$ cat src/rtl/mem_pkg.sv
// Shared definitions for the load/store unit and its lane helper.
package mem_pkg;

  localparam int RAM_SIZE_LOG = 8;

  localparam logic [2:0] BYTE        = 3'b000;
  localparam logic [2:0] HALF_WORD   = 3'b001;
  localparam logic [2:0] WORD        = 3'b010;
  localparam logic [2:0] U_BYTE      = 3'b100;
  localparam logic [2:0] U_HALF_WORD = 3'b101;

  typedef enum logic [1:0] {
    IDLE = 2'd0,
    RD   = 2'd1,
    WR   = 2'd2
  } lsu_state_t;

  // A request is illegal when its width does not fit its byte offset, when
  // the mode is unassigned, or when an unsigned mode is used for a store.
  function automatic logic is_illegal(input logic we, input logic [2:0] mode,
                                      input logic [1:0] off);
    case (mode)
      BYTE:        is_illegal = 1'b0;
      U_BYTE:      is_illegal = we;
      HALF_WORD:   is_illegal = off[0];
      U_HALF_WORD: is_illegal = we | off[0];
      WORD:        is_illegal = (off != 2'b00);
      default:     is_illegal = 1'b1;
    endcase
  endfunction

endpackage

$ cat src/rtl/lsu_lane.sv
// Byte/half-word lane logic shared by load extraction and store merging.
module lsu_lane
  import mem_pkg::*;
(
  input  logic [31:0] word,
  input  logic [1:0]  off,
  input  logic [2:0]  mode,
  input  logic [15:0] wdata,
  output logic [31:0] ext,
  output logic [31:0] merged
);

  logic [7:0]  byte_v;
  logic [15:0] half_v;

  // Select the addressed lane, extend it, and build the merged store word.
  always_comb begin
    byte_v = word[{off, 3'b000} +: 8];
    half_v = word[{off[1], 4'b0000} +: 16];
    ext    = word;
    merged = word;
    case (mode[1:0])
      2'b00: begin
        ext = {{24{byte_v[7] & ~mode[2]}}, byte_v};
        merged[{off, 3'b000} +: 8] = wdata[7:0];
      end
      2'b01: begin
        ext = {{16{half_v[15] & ~mode[2]}}, half_v};
        merged[{off[1], 4'b0000} +: 16] = wdata;
      end
      default: begin
        ext    = word;
        merged = word;
      end
    endcase
  end

endmodule

$ cat src/rtl/lsu.sv
// Load/store unit: turns byte/half/word requests into aligned word accesses,
// using read-modify-write for sub-word stores.
// Handshake: req is sampled only while busy=0; a completed request gives a
// single-cycle done pulse, qualified by misaligned, and busy is low in that
// same cycle so the next req is accepted at the following edge.
module lsu
  import mem_pkg::*;
#(
  parameter int RAM_SIZE_LOG = mem_pkg::RAM_SIZE_LOG
) (
  input  logic        clk,
  input  logic        reset,
  input  logic        req,
  input  logic        we,
  input  logic [2:0]  mode,
  input  logic [31:0] addr,
  input  logic [31:0] wdata,
  output logic        busy,
  output logic        done,
  output logic        misaligned,
  output logic [31:0] rdata,
  output logic [31:0] m_ra,
  output logic [2:0]  m_rm,
  input  logic [31:0] m_rd,
  output logic        m_we,
  output logic [31:0] m_wa,
  output logic [2:0]  m_wm,
  output logic [31:0] m_wd,
  output logic [1:0]  dbg_state
);

  lsu_state_t  state;
  logic        req_we;
  logic [2:0]  req_mode;
  logic [31:0] req_addr;
  logic [31:0] req_wdata;
  logic [31:0] wbuf;
  logic [31:0] lane_ext;
  logic [31:0] lane_merged;
  logic [31:0] aligned_addr;

  assign aligned_addr = {req_addr[31:2], 2'b00};

  lsu_lane u_lane (
    .word   (m_rd),
    .off    (req_addr[1:0]),
    .mode   (req_mode),
    .wdata  (req_wdata[15:0]),
    .ext    (lane_ext),
    .merged (lane_merged)
  );

  // Request capture, FSM sequencing, load result and store buffer.
  always_ff @(posedge clk) begin
    if (reset) begin
      state      <= IDLE;
      req_we     <= 1'b0;
      req_mode   <= 3'b000;
      req_addr   <= 32'h0;
      req_wdata  <= 32'h0;
      wbuf       <= 32'h0;
      rdata      <= 32'h0;
      done       <= 1'b0;
      misaligned <= 1'b0;
    end else begin
      done <= 1'b0;
      case (state)
        IDLE: begin
          if (req) begin
            req_we    <= we;
            req_mode  <= mode;
            req_addr  <= addr;
            req_wdata <= wdata;
            if (is_illegal(we, mode, addr[1:0])) begin
              done       <= 1'b1;
              misaligned <= 1'b1;
            end else if (we && (mode == WORD)) begin
              wbuf  <= wdata;
              state <= WR;
            end else begin
              state <= RD;
            end
          end
        end
        RD: begin
          if (req_we) begin
            wbuf  <= lane_merged;
            state <= WR;
          end else begin
            rdata      <= lane_ext;
            done       <= 1'b1;
            misaligned <= 1'b0;
            state      <= IDLE;
          end
        end
        WR: begin
          done       <= 1'b1;
          misaligned <= 1'b0;
          state      <= IDLE;
        end
        default: state <= IDLE;
      endcase
    end
  end

  // Memory port drive: addresses always follow the latched request.
  always_comb begin
    busy      = (state != IDLE);
    m_we      = (state == WR);
    m_ra      = aligned_addr;
    m_wa      = aligned_addr;
    m_rm      = WORD;
    m_wm      = WORD;
    m_wd      = wbuf;
    dbg_state = state;
  end

endmodule

$ cat config.mk
export PLATFORM = sky130hd
export DESIGN_NAME = lsu
export DESIGN_NICKNAME = d
export VERILOG_FILES = /design/src/rtl/mem_pkg.sv /design/src/rtl/lsu_lane.sv /design/src/rtl/lsu.sv
export SDC_FILE = /design/constraint.sdc
export NUM_CORES = 1
export LEC_CHECK = 0
export CAP_MARGIN = 20
export CORE_ASPECT_RATIO = 1.2
export CORE_UTILIZATION = 45
export CTS_BUF_LIST = sky130_fd_sc_hd__clkbuf_8 sky130_fd_sc_hd__clkbuf_16
export DETAILED_ROUTE_END_ITERATION = 10
export PLACE_DENSITY = 0.79
export SYNTH_ARGS = -nofsm -noshare
export SYNTH_HDL_FRONTEND = slang
export SYNTH_HIERARCHICAL = 1
export SYNTH_SLANG_ARGS = --single-unit
$ cat constraint.sdc
create_clock -name clk -period 3.4 [get_ports clk]
set_clock_uncertainty 0.05 [all_clocks]
set_input_delay 0.68 -clock clk [delete_from_list [all_inputs] [get_ports clk]]
set_output_delay 0.68 -clock clk [all_outputs]
set_load 0.01 [all_outputs]
* Yosys cells after proc, flatten, opt, wreduce, memory -nomap -nowiden
Cells that the tools add are included.
** Operators by class
- Add/subtract/negate cells :: 2
- Equality and inequality tests :: 13
- Shift-type cells :: 6
- Muxes and demuxes :: 26
- Bitwise operators :: 5
- Reductions and logical operators :: 13
** Operators by type and width (count)
- $pmux W32 S2 :: 3
- $mux W32 :: 4
- $bwmux W32 :: 2
- $shift A16 B7 Y32 const A :: 1
- $shift A8 B7 Y32 const A :: 1
- $shiftx A16 B7 Y32 :: 1
- $shiftx A32 B6 Y16 :: 1
- $shiftx A32 B6 Y8 :: 1
- $shiftx A8 B7 Y32 :: 1
- $neg A5 Y7 :: 2
- $ne A2 B2 Y1 const B :: 6
- $mux W1 :: 9
- $mux W2 :: 4
- $eq A3 B3 Y1 const B :: 2
- $pmux W1 S3 :: 2
- $reduce_and A2 Y1 :: 3
- $reduce_bool A2 Y1 :: 3
- $pmux W1 S5 :: 1
- $reduce_and A5 Y1 :: 1
- $eq A2 B1 Y1 const B :: 2
- $logic_not A2 Y1 :: 2
- $pmux W2 S2 :: 1
- $reduce_and A4 Y1 :: 1
- $eq A3 B1 Y1 const B :: 1
- 8 further kinds :: 10
** Word-level totals
- Flip-flop bits (word level) :: 120
- Input bits :: 103
- Output and inout port bits :: 140
- Logic and storage cells :: 74

* Longest topological paths before layout
Gate-level depths: netlist (run 1).
- Word-level depth :: 8
- Depth in mapped cells :: 10
- Depth with buffers taken out :: 7

* Modules after synthesis
Netlist (run 1), hierarchy kept.
** By module, submodules not included
- lsu :: instances 1, cells each 621, area each 5277.6 um^2, sequential area each 2402.3 um^2
- lsu_lane :: instances 1, cells each 298, area each 2132.0 um^2, sequential area each 0.0 um^2

* Worst setup path after synthesis (run 1)
Ideal clock, no wire load.
- Path type :: register to register
- Start point :: register req_addr[1]
- End point :: register wbuf[1] (netlist: m_wd[1])
- Library setup time :: 0.087 ns
- Data arrival time :: 2.332 ns
- Required time :: 3.263 ns
- Setup slack :: 0.932 ns
- Cell stages (with the launch flop) :: 11
- Buffers on the path :: 3
- Clock period less this slack :: 2.468 ns
- Cell sequence :: dfxtp_1 -> buf_2 -> inv_2 -> buf_2 -> ha_1 -> nor3b_1 -> and3_1 -> clkbuf_1 -> a221o_1 -> o22ai_1 -> a221oi_2
** On the way
- Longest elaborated chain between the ends :: 6
- Elaborated cells on any way between the ends :: 11
- Classes of those cells :: add/sub: 2; shift: 4; mux: 5
** Ends and longest elaborated chain
- from (decl) :: line lsu.sv:35 : logic [31:0] req_addr;
- from (signal assigned) :: line lsu.sv:72 : req_addr <= addr;
- $neg A5 Y7 (on tied branches) :: line lsu_lane.sv:29, lsu_lane.sv:25
- $shiftx A16 B7 Y32, or another cell as far along :: line lsu_lane.sv:29 : merged[{off[1], 4'b0000} +: 16] = wdata;
- $bwmux W32 (on tied branches) :: line lsu_lane.sv:29, lsu_lane.sv:25
- $pmux W32 S2 (*) :: line lsu_lane.sv:22 : case (mode[1:0])
- net lane_merged[1] :: line lsu.sv:39 : logic [31:0] lane_merged;
- $mux W32 (*) :: line lsu.sv:86 : if (req_we) begin
- $pmux W32 S2 (*) :: line lsu.sv:67 : case (state)
- to (signal assigned) :: line lsu.sv:78 : wbuf <= wdata;
- to (signal assigned) :: line lsu.sv:87 : wbuf <= lane_merged;
- to (decl) :: line lsu.sv:37 : logic [31:0] wbuf;
The timed path passes the listed nets; every way through them passes the cells marked *. The select of a mux whose other input is x is not followed.
A chain may end at the register's enable or synchronous reset.

* Final worst setup path (run 1)
- Start point :: register state[1] (netlist: dbg_state[1])
- End point :: output port busy
** On the way
- Longest elaborated chain between the ends :: 1
** Ends and longest elaborated chain
- from (decl) :: line lsu.sv:32 : lsu_state_t state;
- from (signal assigned) :: line lsu.sv:56 : state <= IDLE;
- from (signal assigned) :: line lsu.sv:79 : state <= WR;
- from (signal assigned) :: line lsu.sv:81 : state <= RD;
- $reduce_bool A2 Y1 :: line lsu.sv:108 : busy = (state != IDLE);
- to (decl) :: line lsu.sv:18 : output logic busy,
Every way passes these cells.

==> metrics.md, run 1 <==
| Metric | Value |
|---|---|
| Outcome | completed |
| CP max stage delay | around 0.6 ns |
| Crit Reg-Reg Endpoint | m_wd[30] |
| Post-DP HPWL | 16530 um |
| Final worst slack | 0.6305 ns |
| Initial Util | 45.90% |
| Netlist Area Pre-Place | around 7400 um2 |
| Critical Path Slowest Stage Cell | clkdlybuf4s50_1 |
| Final nets | 1156 |
| CP delay by family, top | buffers and inverters |
| Pre-CTS setup slack | 0.6657 ns |
| Hold WC Path Type | reg -> reg |
| Avg Cell Area, Syn | approximately 8 um2 |
| WP data required | roughly 2.7 ns |
| Post-Route Utilization | between 60% and 70% |
| NetSw | 1427 uW |
| RSZ-0062 raised after global routing | no |
| R2r worst-path depth | 7 |
| EDFF count, synth | 0 |
| TritonCTS clock tree | done |
| Most common cell on crit path | inv_1 |
| Logic gate share of total power | between 20% and 30% |
| CP Capture Type | output pin |
| Hold-fix buffers, CTS | 0 |
| Count of yosys warnings during synthesis | 6 |
| Vias per inst | 5.782 |
| Clk slew on worst S/H paths | 0.05 ns |
| CP Launch Type | register |
| Final period util | approximately 80% |
| DIE AREA | 16990 um2 |
| FMAX | approximately 360 MHz |
| Vias after detailed routing | 7331 |
| Worst Max-Slew Pin Slew | 0.7760 ns |
| Final Non-Filler Cells | 1268 |
| Antenna Violating Nets Remaining | 0 |
| Layout cells sized above 1 | 9.470% |
| Pleak | 0.003373 uW |
| Inst Count DP | 1237 |
| Relative slew slack | between 40% and 50% |
| Ant diodes | 0 |
| Minimum clock period | ~2.8 ns |
| Most frequent cell after synthesis | nand2_1 |
| P&R area growth vs syn | 32.17% |
| Most used DFF post-synth | dfxtp_1 |
| Largest net degree at the start of global routing | 96 |
| Sw Share | 30.24% |
| DR WL/cell | 18.55 um |
| Mapped Cells | just over 900 |
| Num CTS Buffers | 17 |
| WL final | 23530 um |
| WP buf/inv | 3 |
| Top cell type's share of synthesized area | 32.42% |
| DRC Markers | 0 |
| Post-synth ARST share | 0% |
| Clock Sinks | 120 |
| Hold Path Stages | 2 |
| Iter 0 DRT Violations | between 800 and 900 |
| Critical path depth | 4 |
| Post-synthesis sequential element count | 120 |
| Sequential power share | 33.9% |
| Worst VDD drop | about 0.31 mV |
| # setup viols final | 0 |
| Hold Fails Final Rpt | 0 |
| Synth cell count leaders | nand2_1 (212), a21oi_1 (125), dfxtp_1 (120) |
| Power Dens Cells | 481.9 nW/um2 |
| Post-CTS resize count | 0 |
| FF-to-FF Start | req_addr[0] |
| Initial DRT Pass Iterations | 5 |
| Ordered cell list for the critical path | inv_1, ha_1, inv_1, clkdlybuf4s50_1 |
| Max-cap violations | 0 |
| Clock network fraction of total power | approximately 39% |
| Crit path kind | reg -> out |
| CTS root buffer | clkbuf_16 |
| Top cells by area, synth | dfxtp_1 (32%), nand2_1 (11%), a21oi_1 (8.4%) |
| Postcts setup bufs | 0 |
| Clock Tree Buf Depth | 2 |
| Vias in the first global route | 6585 |
| Arrival time worst endpoint | 2.04 ns |
| Die Width | 119.1 um |
| Worst Hold Path EP | rdata[30] |
| Crit Path Max Fanout | 6 |
| First-pass GRT wire length | 36230 um |
| Global route total overflow | 0 |
| Register area share after synthesis | 32.42% |
| Rows | 51 |
| Die height | 142.6 um |
| Fillers | 1419 |
| Distinct cells, synth | 57 |
| Setup TNS | 0 ns |
| # IOs | 243 |
| Antenna violations before repair | 0 |
| Area leader, netlist | dfxtp_1 |
| Skew-Pair Late Insertion Delay | 0.42 ns |
| Port bufs | 232 |
| Hold_sp | rdata[30] |
| RD Place Congestion | between 0.9 and 1 |
| Slew Viols, Final | 0 |
| Flop2flop setup slack | 0.93 ns |
| Pint | 3292 uW |
| Area of the core | 16140 um2 |
| Tot Pwr | 4719 uW |
| GRT Util Overall | 27.39% |
| CTS H-tree depth | 4 |
-- worst reg2reg max path, stage by stage (launching register included) --
cell and delay (ns):
dfxtp_1 0.39, inv_1 0.11, ha_1 0.35, nor2b_1 0.48, a41oi_1 0.21, o221ai_1 0.37, o22ai_1 0.19, a221oi_2 0.25
-- layout make-up --
type / count / area (um2) / area share, %
clock inverter: 13 / 163.9 / 1.674
sequential: 120 / 2405 / 24.56
inverter: 7 / 26.28 / 0.2683
timing repair buffer: 250 / 2480 / 25.32
multi-input combinational: 648 / 4014 / 40.99
tap: 212 / 265.3 / 2.709
clock buffer: 18 / 439.2 / 4.484
-- how the worst max path moves through the flow --
stage	slack, ns	start	endpoint
floorplan	0.93	req_addr[1]	m_wd[1]
global placement	0.73	we	m_wd[31]
detailed placement	0.67	mode[0]	m_wd[31]
CTS	0.62	dbg_state[1]	busy
global route	0.55	dbg_state[1]	busy
finish	0.63	dbg_state[1]	busy
-- stage by stage --
step                      area [um2]  hold WS (ns)
final                           9793        0.4024
after global routing            9793        0.4304
after CTS                       9793        0.4045
after detailed placement        9190        0.3964
after global placement          9190        0.3938
after floorplan                 7440        0.3852
-- power by group through the flow --
stage | registers (uW) | logic [uW] | clock network (uW)
final | 1600 | 1260 | 1860
after global routing | 1610 | 1360 | 1940
after CTS | 1600 | 1250 | 1880
after detailed placement | 1620 | 1240 | 0
after global placement | 1620 | 1230 | 0
after floorplan | 1590 | 861 | 0
-- metal layers --
| layer | vias up | track usage, % | part of all wire, % |
|---|---|---|---|
| li1 | 3472 | - | - |
| met1 | 3420 | 36.67 | 41 |
| met2 | 390 | 42.63 | 46 |
| met3 | 49 | 5.048 | 9.0 |
| met4 | 0 | 12.46 | 3.2 |
| met5 | - | 0 | 0 |
-- flip-flops by register name, indices dropped and copies added, names as in the netlist --
| register | flops |
|---|---|
| m_wd | 32 |
| rdata | 32 |
| req_addr | 32 |
| req_wdata | 16 |
| req_mode | 3 |
| dbg_state | 2 |
| done | 1 |
| misaligned | 1 |
| req_we | 1 |
-- cell families after synthesis --
group	Yosys count	share of synthesized area, %
and+or+nand+nor	334	21.39
AOI/OAI and AO/OA	286	29.26
adders and majority gates	9	1.520
buffers and inverters	159	13.95
DFF	120	32.42
other	2	0.1014
muxes	9	1.351
-- layout by cell type (no fill, tap or decap), drive strengths merged, types with 15 or more instances in the layout --
cell	Yosys	layout
a21oi	125	125
a221o	29	29
a221oi	34	34
buf	109	19
clkbuf	43	18
clkdlybuf4s50	0	231
dfxtp	120	120
nand2	212	212
nor2	43	43
nor2b	15	15
o221ai	15	15
o22ai	32	32
or3b	16	16
Note: power is estimated with default switching activity, not from simulation.
==> run 2: changes to the inputs <==
--- a/config.mk
+++ b/config.mk
@@ -7,10 +7,10 @@
 export LEC_CHECK = 0
 export CAP_MARGIN = 20
 export CORE_ASPECT_RATIO = 1.2
-export CORE_UTILIZATION = 45
+export CORE_UTILIZATION = 42
 export CTS_BUF_LIST = sky130_fd_sc_hd__clkbuf_8 sky130_fd_sc_hd__clkbuf_16
 export DETAILED_ROUTE_END_ITERATION = 10
-export PLACE_DENSITY = 0.79
+export PLACE_DENSITY = 0.77
 export SYNTH_ARGS = -nofsm -noshare
 export SYNTH_HDL_FRONTEND = slang
 export SYNTH_HIERARCHICAL = 1
==> constraint.sdc (replaced) <==
create_clock -name clk -period 2.4 [get_ports clk]
set_clock_uncertainty 0.05 [all_clocks]
set_input_delay 0.48 -clock clk [delete_from_list [all_inputs] [get_ports clk]]
set_output_delay 0.48 -clock clk [all_outputs]
set_load 0.01 [all_outputs]
==> metrics.md, run 2 (synthesis results as in run 1) <==
| Metric | Value |
|---|---|
| Antenna Violating Nets Remaining | 0 (unchanged) |
| Clock Tree Buf Depth | 2 (unchanged) |
| Minimum clock period | around 2.3 ns |
| Relative slew slack | 50.48% (+2.3 points) |
| Iter 0 DRT Violations | 760 (-12%) |
| Clock Sinks | 120 (unchanged) |
| Hold-fix buffers, CTS | 0 (unchanged) |
| Hold Fails Final Rpt | 0 (unchanged) |
| Clock network fraction of total power | 38.3% (-1.1 points) |
| Critical Path Slowest Stage Cell | and4_1 |
| Power Dens Cells | 669.7 nW/um2 (+39%) |
| CP Capture Type | register |
| Layout cells sized above 1 | 11.37% (+1.9 points) |
| Num CTS Buffers | 17 (unchanged) |
| Slew Viols, Final | 0 (unchanged) |
| WL final | 24250 um (+3.1%) |
| CTS H-tree depth | 4 (unchanged) |
| # setup viols final | 0 (unchanged) |
| Area of the core | 17050 um2 (+5.6%) |
| WP data required | 2.68 ns (about the same) |
| Met1 WL | 10290 um (+5.7%) |
| Worst Max-Slew Pin Slew | 0.7413 ns (-0.03478 ns) |
| Ordered cell list for the critical path | inv_1, ha_1, nor4_2, and4_1, a221o_1, o22ai_1, a221oi_2 |
| P&R area growth vs syn | 34.50% |
| CP Launch Type | register |
| Inst Count DP | 1260 (+1.9%) |
| TritonCTS clock tree | done |
| CTS root buffer | clkbuf_16 |
| Met3 WL post-DR | 1807 um (-14%) |
| # IOs | 243 (unchanged) |
| Most common cell after layout, fill and taps aside | clkdlybuf4s50_1 |
| Initial DRT Pass Iterations | 6 (+1) |
| FMAX | 432.5 MHz |
| CP delay by family, top | simple AND/OR/NAND/NOR gates |
| Sw Share | 30.61% (+0.38 points) |
| Die height | 147.5 um (+3.5%) |
| Ant diodes | 0 (unchanged) |
| Highest routed layer | met4 |
| Crit path kind | reg -> reg |
| Sequential power share | 33.6% (-0.3 points) |
| Vias in the first global route | 6791 (+3.1%) |
| Commonest non-fill, non-tap cells in the layout | clkdlybuf4s50_1 (230), nand2_1 (212), a21oi_1 (125) |
| Vias per inst | 5.764 (-0.30%) |
| Vias after detailed routing | 7430 (+1.4%) |
| Port bufs | 232 (unchanged) |
| DR WL/cell | 18.81 um (+1.4%) |
| Final nets | 1175 (+1.6%) |
| Final worst slack | 0.08772 ns (-0.5428 ns) |
| RD Place Congestion | 0.9532 (+0.28%) |
| Skew-Pair Late Insertion Delay | 0.41 ns (about the same) |
| Pre-CTS setup slack | -0.08850 ns (-0.7542 ns) |
| Rows | 52 (+2.0%) |
| DR WL met2 | 11320 um (+3.7%) |
| Logic gate share of total power | 28.1% (+1.3 points) |
| RSZ-0062 raised after global routing | no |
| Crit Path Max Fanout | 8 (+2) |
| Pleak | 0.003469 uW (+2.8%) |
| WP buf/inv | 1 (-2) |
| Pint | 4631 uW (+41%) |
| DRC Markers | 0 (unchanged) |
| Die Width | 123.3 um (+3.4%) |
| Worst VDD drop | 0.4902 mV (+56%) |
| Hold WC Path Type | reg -> reg |
| Arrival time worst endpoint | 2.59 ns (+0.55 ns) |
| Initial Util | 43.47% (-2.4 points) |
| Global route total overflow | 0 (unchanged) |
| Clk slew on worst S/H paths | 0.06 ns (about the same) |
| Outcome | completed |
| Fillers | 1528 (+7.7%) |
| GRT Util Overall | 26.69% (-0.70 points) |
| Largest net degree at the start of global routing | 71 (-26%) |
| Antenna violations before repair | 0 (unchanged) |
| Post-DP HPWL | 17570 um (+6.3%) |
| DIE AREA | 18180 um2 (+7.0%) |
| First-pass GRT wire length | 37300 um (+3.0%) |
| Post-Route Utilization | 58.46% (-2.2 points) |
| CP max stage delay | 0.46 ns (-0.14 ns) |
| NetSw | 2043 uW (+43%) |
| Final Non-Filler Cells | 1289 (+1.7%) |
| Max-cap violations | 0 (unchanged) |
| Final period util | 96.34% |
run 2: cell count changes in the layout (fill, tap and decap cells not counted), sizes merged:
| cell | before | now |
|---|---|---|
| clkinv | 5 | 3 |
| buf | 19 | 38 |
| bufinv | 4 | 3 |
| dlymetal6s2s | 0 | 1 |
| clkbuf | 18 | 19 |
| inv | 11 | 9 |
| clkinvlp | 0 | 2 |
| clkdlybuf4s50 | 231 | 230 |
run 2: path summary, 6_finish.rpt:
| kind | start | to | slack, ns | cells after the start |
|---|---|---|---|---|
| hold / removal | rdata[13] | rdata[13] | 0.40 | 2 |
| setup / recovery | req_addr[0] | m_wd[23] | 0.09 | 7 |
| setup reg to reg | req_addr[0] | m_wd[23] | 0.09 | 7 |
| hold reg to reg | rdata[13] | rdata[13] | 0.40 | 2 |
run 2: metal layers:
| metal | vias to the layer above | global-route usage [%] |
|---|---|---|
| li1 | 3513 | - |
| met1 | 3459 | 35.99 |
| met2 | 400 | 41.34 |
| met3 | 58 | 4.360 |
| met4 | 0 | 12.23 |
| met5 | - | 0 |
run 2: through the flow:
step / power (uW) / hold WS, ns / instance area, um2 / TNS, ns
floorplan: 3479 / 0.3852 / 7441 / 0
global placement: 4095 / 0.3926 / 9375 / -0.04473
detailed placement: 4116 / 0.3974 / 9375 / -0.9583
CTS: 6683 / 0.4044 / 9960 / 0
global route: 6959 / 0.4209 / 9966 / 0
finish: 6674 / 0.4016 / 9966 / 0
run 2: layout make-up:
cell class	count	area, um2	share of cell area [%]
clock buffer	19	452.9	4.545
clock inverter	10	131.4	1.318
inverter	7	26.28	0.2637
multi-input combinational	648	4016	40.30
sequential	120	2406	24.14
tap	216	270.3	2.712
timing repair buffer	269	2663	26.72
run 2: power by group through the flow:
stage	logic (uW)	registers [uW]	clock network, uW
2_1_floorplan	1220	2260	0
3_3_place_gp	1820	2280	0
3_5_place_dp	1830	2280	0
4_1_cts	1850	2240	2590
5_1_grt	2020	2260	2680
6_report	1870	2240	2560
run 2: worst register-to-register path, delay by kind of cell (launching register included):
kind	cells	cell delay [ns]
AND/OR/NAND/NOR	2	0.78
flip-flops	1	0.33
buffers and inverters	1	0.09
adder cells (fa/ha/maj)	1	0.29
AO/OA/AOI/OAI	3	0.70
run 2: what timing repair did:
action | CTS | global route
endpoints found under the setup margin | 1 | 4
endpoints found under the hold margin | 0 | 0
resized for setup | 1 | 3
setup buffers | 0 | 0
